==> src/rtl/data_mem_pkg.sv <==
// Shared definitions for the parametrised data memory: controller states and
// default geometry matching the original byte-wide, 256-word memory.
package data_mem_pkg;

  // Geometry of the original data memory (byte words, 256 entries)
  localparam int byteW = 8;
  localparam int memW  = 256;

  // Defaults for the parametrised memory track the original geometry
  localparam int DEFAULT_WIDTH = byteW;
  localparam int DEFAULT_DEPTH = memW;

  // Controller state: sweeping zeros through the array, or serving requests
  typedef enum logic {
    CLEAR = 1'b0,
    READY = 1'b1
  } mem_state_t;

endpackage

==> src/rtl/data_mem_clr_seq.sv <==
// Clear sequencer: owns the CLEAR/READY state, the sweep address counter and
// the busy flag, and presents a zero-write request for the top to mux in.
module data_mem_clr_seq
  import data_mem_pkg::*;
#(
  parameter int DEPTH = DEFAULT_DEPTH,
  parameter int AW    = $clog2(DEPTH)
) (
  input  logic          clk_i,
  input  logic          reset_i,
  input  logic          clr_i,
  output logic          busy_o,
  output logic          clrWe_o,
  output logic [AW-1:0] clrAddr_o
);

  // Last address of the sweep; the counter stops here and never wraps
  localparam logic [AW-1:0] LastAddr = AW'(DEPTH - 1);

  mem_state_t    state_q, state_d;
  logic [AW-1:0] cnt_q, cnt_d;

  // State and sweep counter registers; reset restarts the sweep at address 0
  always_ff @(posedge clk_i) begin
    if (reset_i) begin
      state_q <= CLEAR;
      cnt_q   <= '0;
    end else begin
      state_q <= state_d;
      cnt_q   <= cnt_d;
    end
  end

  // Next state: walk every address once, then serve until a clear request
  always_comb begin
    state_d = state_q;
    cnt_d   = cnt_q;
    case (state_q)
      CLEAR: begin
        if (cnt_q == LastAddr) begin
          state_d = READY;
          cnt_d   = '0;
        end else begin
          cnt_d = cnt_q + 1'b1;
        end
      end
      READY: begin
        if (clr_i) begin
          state_d = CLEAR;
          cnt_d   = '0;
        end
      end
      default: begin
        state_d = CLEAR;
        cnt_d   = '0;
      end
    endcase
  end

  // Outputs: while clearing, write zero to the current sweep address
  always_comb begin
    busy_o    = (state_q == CLEAR);
    clrWe_o   = (state_q == CLEAR);
    clrAddr_o = cnt_q;
  end

endmodule

==> src/rtl/data_mem_sync.sv <==
// Parametrised load/store data memory with selectable read latency, a defined
// read/write collision policy and a hardware clear sweep after reset or clr.
module data_mem_sync
  import data_mem_pkg::*;
#(
  parameter int WIDTH    = DEFAULT_WIDTH,
  parameter int DEPTH    = DEFAULT_DEPTH,
  parameter int READ_LAT = 1,
  parameter int WR_FIRST = 1,
  parameter int AW       = $clog2(DEPTH)
) (
  input  logic             clk,
  input  logic             reset,
  input  logic             clr,
  input  logic             memWrt,
  input  logic [AW-1:0]    wrAddr,
  input  logic [WIDTH-1:0] wrData,
  input  logic             rdEn,
  input  logic [AW-1:0]    rdAddr,
  output logic [WIDTH-1:0] memOut,
  output logic             rdValid,
  output logic             busy
);

  logic             clrWe;
  logic [AW-1:0]    clrAddr;
  logic             reqOk;
  logic             userWe;
  logic             portWe;
  logic [AW-1:0]    portAddr;
  logic [WIDTH-1:0] portData;

  logic [WIDTH-1:0] core_q [DEPTH];

  data_mem_clr_seq #(
    .DEPTH (DEPTH),
    .AW    (AW)
  ) uClrSeq (
    .clk_i     (clk),
    .reset_i   (reset),
    .clr_i     (clr),
    .busy_o    (busy),
    .clrWe_o   (clrWe),
    .clrAddr_o (clrAddr)
  );

  // Requests are only honoured when ready and not pre-empted by reset or clr
  always_comb begin
    reqOk  = !busy && !clr && !reset;
    userWe = memWrt && reqOk;
  end

  // Single write port: the clear sweep owns it while busy, else the user does
  always_comb begin
    portWe   = clrWe || userWe;
    portAddr = clrWe ? clrAddr : wrAddr;
    portData = clrWe ? '0 : wrData;
  end

  // Storage array; contents are defined by the clear sweep, not by reset
  always_ff @(posedge clk) begin
    if (portWe) begin
      core_q[portAddr] <= portData;
    end
  end

  generate
    if (READ_LAT == 0) begin : gCombRead
      // Combinational read returns pre-edge contents, so collisions see old data
      always_comb begin
        memOut  = core_q[rdAddr];
        rdValid = rdEn && !busy;
      end
    end else begin : gRegRead
      logic             rdAccept;
      logic             bypass;
      logic [WIDTH-1:0] memOut_d;
      logic [WIDTH-1:0] memOut_q;
      logic             rdValid_q;

      // Read data select: forward same-cycle write data when write-first
      always_comb begin
        rdAccept = rdEn && reqOk;
        bypass   = (WR_FIRST != 0) && userWe && (wrAddr == rdAddr);
        memOut_d = bypass ? wrData : core_q[rdAddr];
      end

      // Output register holds its value between accepted reads
      always_ff @(posedge clk) begin
        if (reset) begin
          memOut_q  <= '0;
          rdValid_q <= 1'b0;
        end else begin
          rdValid_q <= rdAccept;
          if (rdAccept) begin
            memOut_q <= memOut_d;
          end
        end
      end

      // Drive the registered read result onto the ports
      always_comb begin
        memOut  = memOut_q;
        rdValid = rdValid_q;
      end
    end
  endgenerate

endmodule

==> config.mk <==
export PLATFORM = sky130hd
export DESIGN_NAME = data_mem_sync
export DESIGN_NICKNAME = d
export VERILOG_FILES = /design/src/rtl/data_mem_pkg.sv /design/src/rtl/data_mem_clr_seq.sv /design/src/rtl/data_mem_sync.sv
export SDC_FILE = /design/constraint.sdc
export NUM_CORES = 2
export LEC_CHECK = 0
export CORE_UTILIZATION = 40
export DETAILED_ROUTE_END_ITERATION = 6
export PLACE_DENSITY = 0.55
export SYNTH_ARGS = -nofsm -noshare
export SYNTH_HDL_FRONTEND = slang
export SYNTH_SLANG_ARGS = --single-unit
==> constraint.sdc <==
create_clock -name clk -period 12.95 [get_ports clk]
set_input_delay 2.59 -clock clk [delete_from_list [all_inputs] [get_ports clk]]
set_output_delay 2.59 -clock clk [all_outputs]
set_load 0.02 [all_outputs]
# Word-level counts from Yosys, hierarchy flattened
# Memories as Yosys holds them, arrays and structs flattened. A register that Yosys moved wholly into a read port is not among the register bits.
# Cells that the tools add are included.
# totals
in_bits,29
regBits,10
output_inout_bits,10
wordCells,25
mem_bits_rw,2048
n_memories,1
# mem_list
name,words,width,rd,rd_clocked_by_memory_dff,wr,line,source
core_q,256,8,1,1,1,data_mem_sync.sv:33,logic [WIDTH-1:0] core_q [DEPTH];
# op_classes
n_reduce_logical,7
n_addsub,1
muxes,10
eq_ne,2
n_bitwise,1
# ops
operator,count
$mux W8,4
$pmux W8 S2,1
$add A8 B1 Y8 const B,1
$eq A8 B8 Y1 const B,1
$logic_and A1 B1 Y1,4
$mux W1,4
$logic_not A1 Y1,2
$ne A2 B2 Y1 const B,1
$pmux W1 S2,1
$logic_or A1 B1 Y1,1
$not A1 Y1,1

# Longest topological paths before layout
# logic_depth
word_depth,7
depth_mapped,14
ltp_nobuf,8

# Cells and area by module
# From an unflattened synthesis, not the netlist that was laid out.
# unflattened
cells_unflattened,3973
hier_area_um2,81490.7
# modules_own_cells
module,area_each_um2,cells_each,seq_area_each_um2,instances
data_mem_sync,80950.1,3909,61679.2,1
data_mem_clr_seq,540.5,64,180.2,1

# Least setup slack after synthesis
# No wires, ideal clock.
# synth_path
path_type,input port to flip-flop
startpoint,input port wrData[1]
endpoint,"memory core_q[0][1] (netlist bit), data pin"
t_required_ps,12075
stages,1
setup_slack_ps,6218
t_arrival_ps,5857
n_path_buf,0
setup_ps,875
path_cell_list,and2_1
# synth_between
elab_chain_len,1
# synth_rtl
item,line,source
start: declaration,data_mem_sync.sv:17,"input logic [WIDTH-1:0] wrData,"
$mux W8,data_mem_sync.sv:57,portData = clrWe ? '0 : wrData;
end: declaration,data_mem_sync.sv:33,
# Every way passes these cells.

==> reports/results.ini <==
[timing]
fmaxAchievable_mhz = 160
finalWorstSetupSlack_ps = 6690
timing.final.crit_share = 0.483
drv_slew = 0
min_period_ps = 6260
setup_viol = 0
worst_clock_skew_ps = 41.3
maxSlewHeadroom = 0.00801
finalHoldViolations = 0
tightest_slew_ps = 1480
fin_tns_setup_ps = 0
rsz0062_at_grt = false

[global_route]
grt_use_total = 0.233
antenna_found_initial = 9
grt_remaining_overflow = 0
grt_pass1_vias = 41031
grt_pass1_wl_um = 332000
grt_max_degree = 158

[final_layout]
layout_commonest_cell = edfxtp_1
drive_gt1_frac = 0.223
nets = 4091
layout_common_cells = edfxtp_1 (2048), mux4_2 (480), nor2_1 (309), clkbuf_16 (214), nand2_1 (163)
area_delta_synth_final_pct = 12.3

[routing]
first_iter_violations = 4999
num_vias = 41529
viasPerCell = 6.01
drc = 0
drt_wl_total_um = 238000
wire_per_inst_um = 34.5
drtPass1Iterations = 6
drtAntennaViolNets = 0

[die]
fp.dieH_um = 452
start_util = 0.404
die_w_um = 452
rows = 164
ios = 39
fp.dieArea_um2 = 205000
core-area_um2 = 201000

[power]
p_leak_nw = 25.2
powerDensity_nw_per_um2 = 151
ir_drop_v = 0.000148

[yosys]
synth_cell_types = 73
synth_top_family_by_area = multiplexers
synthArstFlopShare = 0
synthMuxAreaShare = 0.153
synthAdderAreaFrac = 0.000154
avgSynthCellArea_um2 = 20.6
synth_compound_area_frac = 0.0279
synth-edff-count = 2048
syn-num-nets = 3970
synthCells = 3940
yosys.area_share.simple = 0.0368
synth-seq-area-share = 0.762
synthXorXnorAreaFrac = 0.000971
synth-seq-cells = 2066
synth_top_flop_cell = edfxtp_1
syn-cell-area_um2 = 81100
yosys_warnings = 0

[setup_path]
r2r_setup_slack_ps = 8850
cp.required_ps = 13750
cp_max_fo = 43
r2r_cells = 7
regToRegStartpoint = uClrSeq.state_q
slowest_delay_ps = 1190
crit_slowest_cell = nor2b_1
path_cells = buf_4 -> buf_4 -> buf_4 -> nor2b_1 -> a22oi_1 -> nand3_1 -> a2111oi_0 -> or4b_1 -> a311oi_1 -> a221o_1
critical_path.top_delay_family = simple AND/OR/NAND/NOR gates
critPathLaunch = rdAddr[3]
crit_buf_inv = 3
startpoint_type = primary input
crit_type = primary input to flip-flop
cpMostUsedCell = buf_4
critPathCapture = memOut[7]
end_kind = flip-flop
rr_endpoint = memOut[0]
cp_num_cells = 10
cp.arrival_ps = 7060

[clock_network]
cts_made_buffers = 212
postCtsSetupBuffers = 0
post_cts_resized = 0
insertion_delay_ps = 870
clkTransAtPathRegs_ps = 60
root_buffer = clkbuf_16
cts.sinks = 2066
cts_buffer_depth = 3
cts_hold_buf = 0
htreeDepth = 4
cts_tree = built

[place]
dp_hpwl_um = 144000
gp_congestion = 0.834
dp_slack_ps = 5950
port_buffers = 38

[min_path]
hold_class = flip-flop to flip-flop

[run]
max-cap-violations = 0

[status]
status = finished, final reports clean

where the power goes:
part           internal (mW)  switching, mW
logic                  0.153          0.322
registers               7.24        0.00338
clock network           3.42           2.63
total                   10.8           2.95
area by class of cell:
cell class	instances	area [µm²]
Antenna cell	11	27.5
Tap cell	2656	3320
Clock inverter	133	1250
Sequential cell	2066	61900
Timing Repair Buffer	134	1210
Inverter	12	55.1
Multi-Input combinational cell	1635	17800
Clock buffer	264	5570
Fill cell	16953	110000
sequential cells by signal, indices dropped and copies added (netlist names):
| register | flops |
|---|---|
| core_q | 2048 |
| memOut | 8 |
| rdValid | 1 |
| uClrSeq.clrAddr_o | 8 |
| uClrSeq.state_q | 1 |
how the worst min path moves through the flow:
stage,startpoint,end,cells after the start
final,uClrSeq.clrAddr_o[5],uClrSeq.clrAddr_o[5],1
after global routing,uClrSeq.clrAddr_o[5],uClrSeq.clrAddr_o[5],1
after CTS,uClrSeq.clrAddr_o[4],uClrSeq.clrAddr_o[4],1
after detailed placement,uClrSeq.clrAddr_o[4],uClrSeq.clrAddr_o[4],1
after global placement,uClrSeq.clrAddr_o[5],uClrSeq.clrAddr_o[5],1
after floorplan,uClrSeq.clrAddr_o[4],uClrSeq.clrAddr_o[4],1
kinds of logic after synthesis:
family / count (synthesis)
mux: 625
flops: 2066
simple gates: 673
fa+ha+maj: 1
compound gates: 327
xor+xnor: 9
buf+inv: 239
metrics by stage:
stage               hold WS, ps  utilization  std cells  cell area [µm²]  total power, mW
floorplan                   473            -       3940            81100             7.68
global placement            513        0.420       6503            84300             7.86
detailed placement          509        0.420       6503            84300             7.86
CTS                         525        0.454       6900            91100             13.8
global route                544        0.454       6902            91100             14.1
finish                      528        0.454       6911            91100             13.8
metal layers:
| metal | share of wire | track usage | up-vias |
|---|---|---|---|
| met3 | 0.080 | 0.0505 | 347 |
| met1 | 0.42 | 0.325 | 22672 |
| met4 | 0.032 | 0.0789 | 8 |
| met5 | 0.00021 | 0 | - |
| li1 | - | - | 16619 |
| met2 | 0.47 | 0.363 | 1883 |
cells in the mapped netlist (24+ instances only):
cell / count / share of area
a21oi_1: 38 / 0.0023
buf_2: 59 / 0.0036
buf_4: 35 / 0.0032
buf_6: 32 / 0.0044
clkbuf_1: 78 / 0.0036
edfxtp_1: 2048 / 0.76
mux2i_1: 119 / 0.015
mux4_2: 480 / 0.13
nand2_1: 163 / 0.0075
nand2b_1: 29 / 0.0022
nand3_1: 38 / 0.0023
nor2_1: 310 / 0.014
nor2b_1: 24 / 0.0019
nor3_1: 30 / 0.0019
o21ai_0: 49 / 0.0030
o22ai_1: 76 / 0.0059
worst reg2reg max path: cells and delay by family (launching register included):
family	cells	cell delay [ps]
buf+inv	3	2270
compound gates	2	350
flops	1	310
simple gates	2	1150
No activity file was read; power rests on OpenSTA's default activity.
==> RTL edit: new RTL, same flow settings <==
The package constant `byteW` goes from 8 to 12.
--- a/src/rtl/data_mem_pkg.sv
+++ b/src/rtl/data_mem_pkg.sv
@@ -3,7 +3,7 @@
 package data_mem_pkg;
 
   // Geometry of the original data memory (byte words, 256 entries)
-  localparam int byteW = 8;
+  localparam int byteW = 12;
   localparam int memW  = 256;
 
   // Defaults for the parametrised memory track the original geometry
Interface: changed (resized memOut and wrData); port bits go from 39 to 47. No check against the original RTL was run, so the function may have changed too.
==> RTL edit against the unedited design <==
  * The flow now finishes with violations (max-capacitance violations, max-slew violations)
  * Highest routed layer unchanged
  * Final area grew 50%
  * Clock skew grew 0.036 ns
  * Die area grew 48%
  * Largest power group unchanged
  * Setup slack lost 0.54 ns
  * Critical endpoint is now memOut[4]
  * Sequential cell count grew 1028
  * Synthesized area grew 48%
  * Sequential power grew 50%
  * Power grew 51%
  * Combinational power grew 65%
  * Wire length grew 56%
  * Worst hold slack gained 0.070 ns
==> RTL edit: results (changes against the unedited design) <==
status: finished, violations left
failing checks: max-capacitance violations, max-slew violations
Worst-Skew Late Latency: 0.91 ns (+0.04 ns)
Async SR Flop Fraction: 0 (unchanged)
Routed wire per std cell: 36.4 um (+5.6%)
Syn. warnings: 0 (unchanged)
Fin Clk Skew: 0.0769 ns (+0.0356 ns)
fin nets: 6034 (+47%)
Pre-Repair DR Iteration Count: 7 (+1)
GP Congestion: 0.925 (+11%)
pin count of the biggest net entering global routing: 153 (-3.2%)
Fillers: 25100 (+48%)
Clock transition at path regs: 0.06 ns (about the same)
Num CTS Buffers: 322 (+52%)
Worst Path Max Fanout: 125 (+190%)
Lkg Pwr: 0.0423 uW (+67%)
max-slew violation count: 15 (+15)
Min-Delay Path Class: flip-flop to flip-flop
Post-Syn Nets: 5763 (+45%)
HPWL Detailed: 229000 um (+59%)
Longest Clk Path Bufs: 4 (+1)
H-tree levels: 5 (+1)
DR iter-0 viols: 8881 (+78%)
Netlist cell types: 79 (+8.2%)
Area contributors post-synth: edfxtp_1 77%, mux4_2 13%, mux2i_1 2.0%
area delta synth->final: 13.3%
final WL: 372000 um (+56%)
vias in the first global route: 61000 (+49%)
Post-synth EDFFs: 3072 (+50%)
Reg with most FFs: core_q
Max Cap Viol: 3 (+3)
post-CTS sizing: 0 (unchanged)
share of post-route cells with drive strength above 1: 0.237 (+0.0136)
Post-synth top cells: 3072 x edfxtp_1, 679 x mux4_2, 324 x nor2_1, 238 x mux2i_1, 218 x nand2_1
Clk Tree Root Cell: clkbuf_16
DP Cell Count: 9630 (+48%)
syn avg cell area: 21.0 um^2 (+2.1%)
max_slew headroom: -0.0352 (-0.0433)
initial antenna violation count: 26 (+17)
GRT Util Overall: 0.244 (+0.0111)
crit path DAT: 7.56 ns (+0.50 ns)
first-pass GRT wire length: 510000 um (+54%)
max FFs per register: 3072 (+50%)
count of input and output buffers: 46 (+21%)
# Post-CTS Setup Buffers: 0 (unchanged)
sequential cell area fraction in the yosys report: 0.770 (+0.00740)
vias after detailed routing: 62400 (+50%)
DP Area: 0.126 mm^2 (+50%)
VDD IR max: 0.107 mV (-28%)
## RTL edit: report_power, final
| group | total [uW] | internal [uW] | switching [uW] |
|---|---|---|---|
| clock | 9100 | 5190 | 3920 |
| combinational | 782 | 242 | 540 |
| sequential | 10900 | 10900 | 4.76 |
| total | 20700 | 16300 | 4460 |
## RTL edit: final timing paths
check / startpoint / end / slack, ns / cells past startpoint
worst max-delay path: rdAddr[1] / memOut[4] / 6.15 / 9
worst min-delay path: uClrSeq.clrAddr_o[3] / uClrSeq.clrAddr_o[3] / 0.60 / 2
worst max register to register: uClrSeq.state_q / core_q[236][4] / 8.53 / 5
worst min register to register: uClrSeq.clrAddr_o[3] / uClrSeq.clrAddr_o[3] / 0.60 / 2
## RTL edit: area by class of cell
cell class	count	area share
multi-input cells	2271	0.189
flip-flops and latches	3094	0.679
inverters	27	0.00145
clock buffers	403	0.0618
clock inverters	176	0.0128
repair buffers	284	0.0190
diodes	8	0.000147
well taps	3958	0.0363
## RTL edit: metrics by stage
step / hold WS [ns] / setup slack [ns] / util
2_1_floorplan: 0.519 / 6.77 / -
4_1_cts: 0.587 / 6.45 / 0.455
3_5_place_dp: 0.585 / 5.53 / 0.421
6_report: 0.599 / 6.15 / 0.455
3_3_place_gp: 0.560 / 5.15 / 0.420
5_1_grt: 0.624 / 6.24 / 0.455
## RTL edit: layer usage
metal,up-vias,wire length [um],global-route usage
li1,24500,-,-
met1,33900,151000,0.346
met2,3331,168000,0.367
met3,698,35600,0.0520
met4,16,17500,0.101
met5,-,245,0.00344
## RTL edit: critical path: stages
cell and delay, ns:
buf_8 0.37, buf_4 0.67, buf_12 0.57, mux4_2 0.45, mux2i_1 0.12, a211o_1 0.43
a211oi_1 1.20, a221oi_1 0.52, a31oi_1 0.30
## RTL edit: cell families after synthesis
family / share of synthesized area
AOI/OAI and AO/OA: 0.0321
DFF: 0.770
xor gates and xnor gates: 0.000655
buffers and inverters: 0.0188
and+or+nand+nor: 0.0280
adders and majority gates: 0.000104
muxes: 0.151
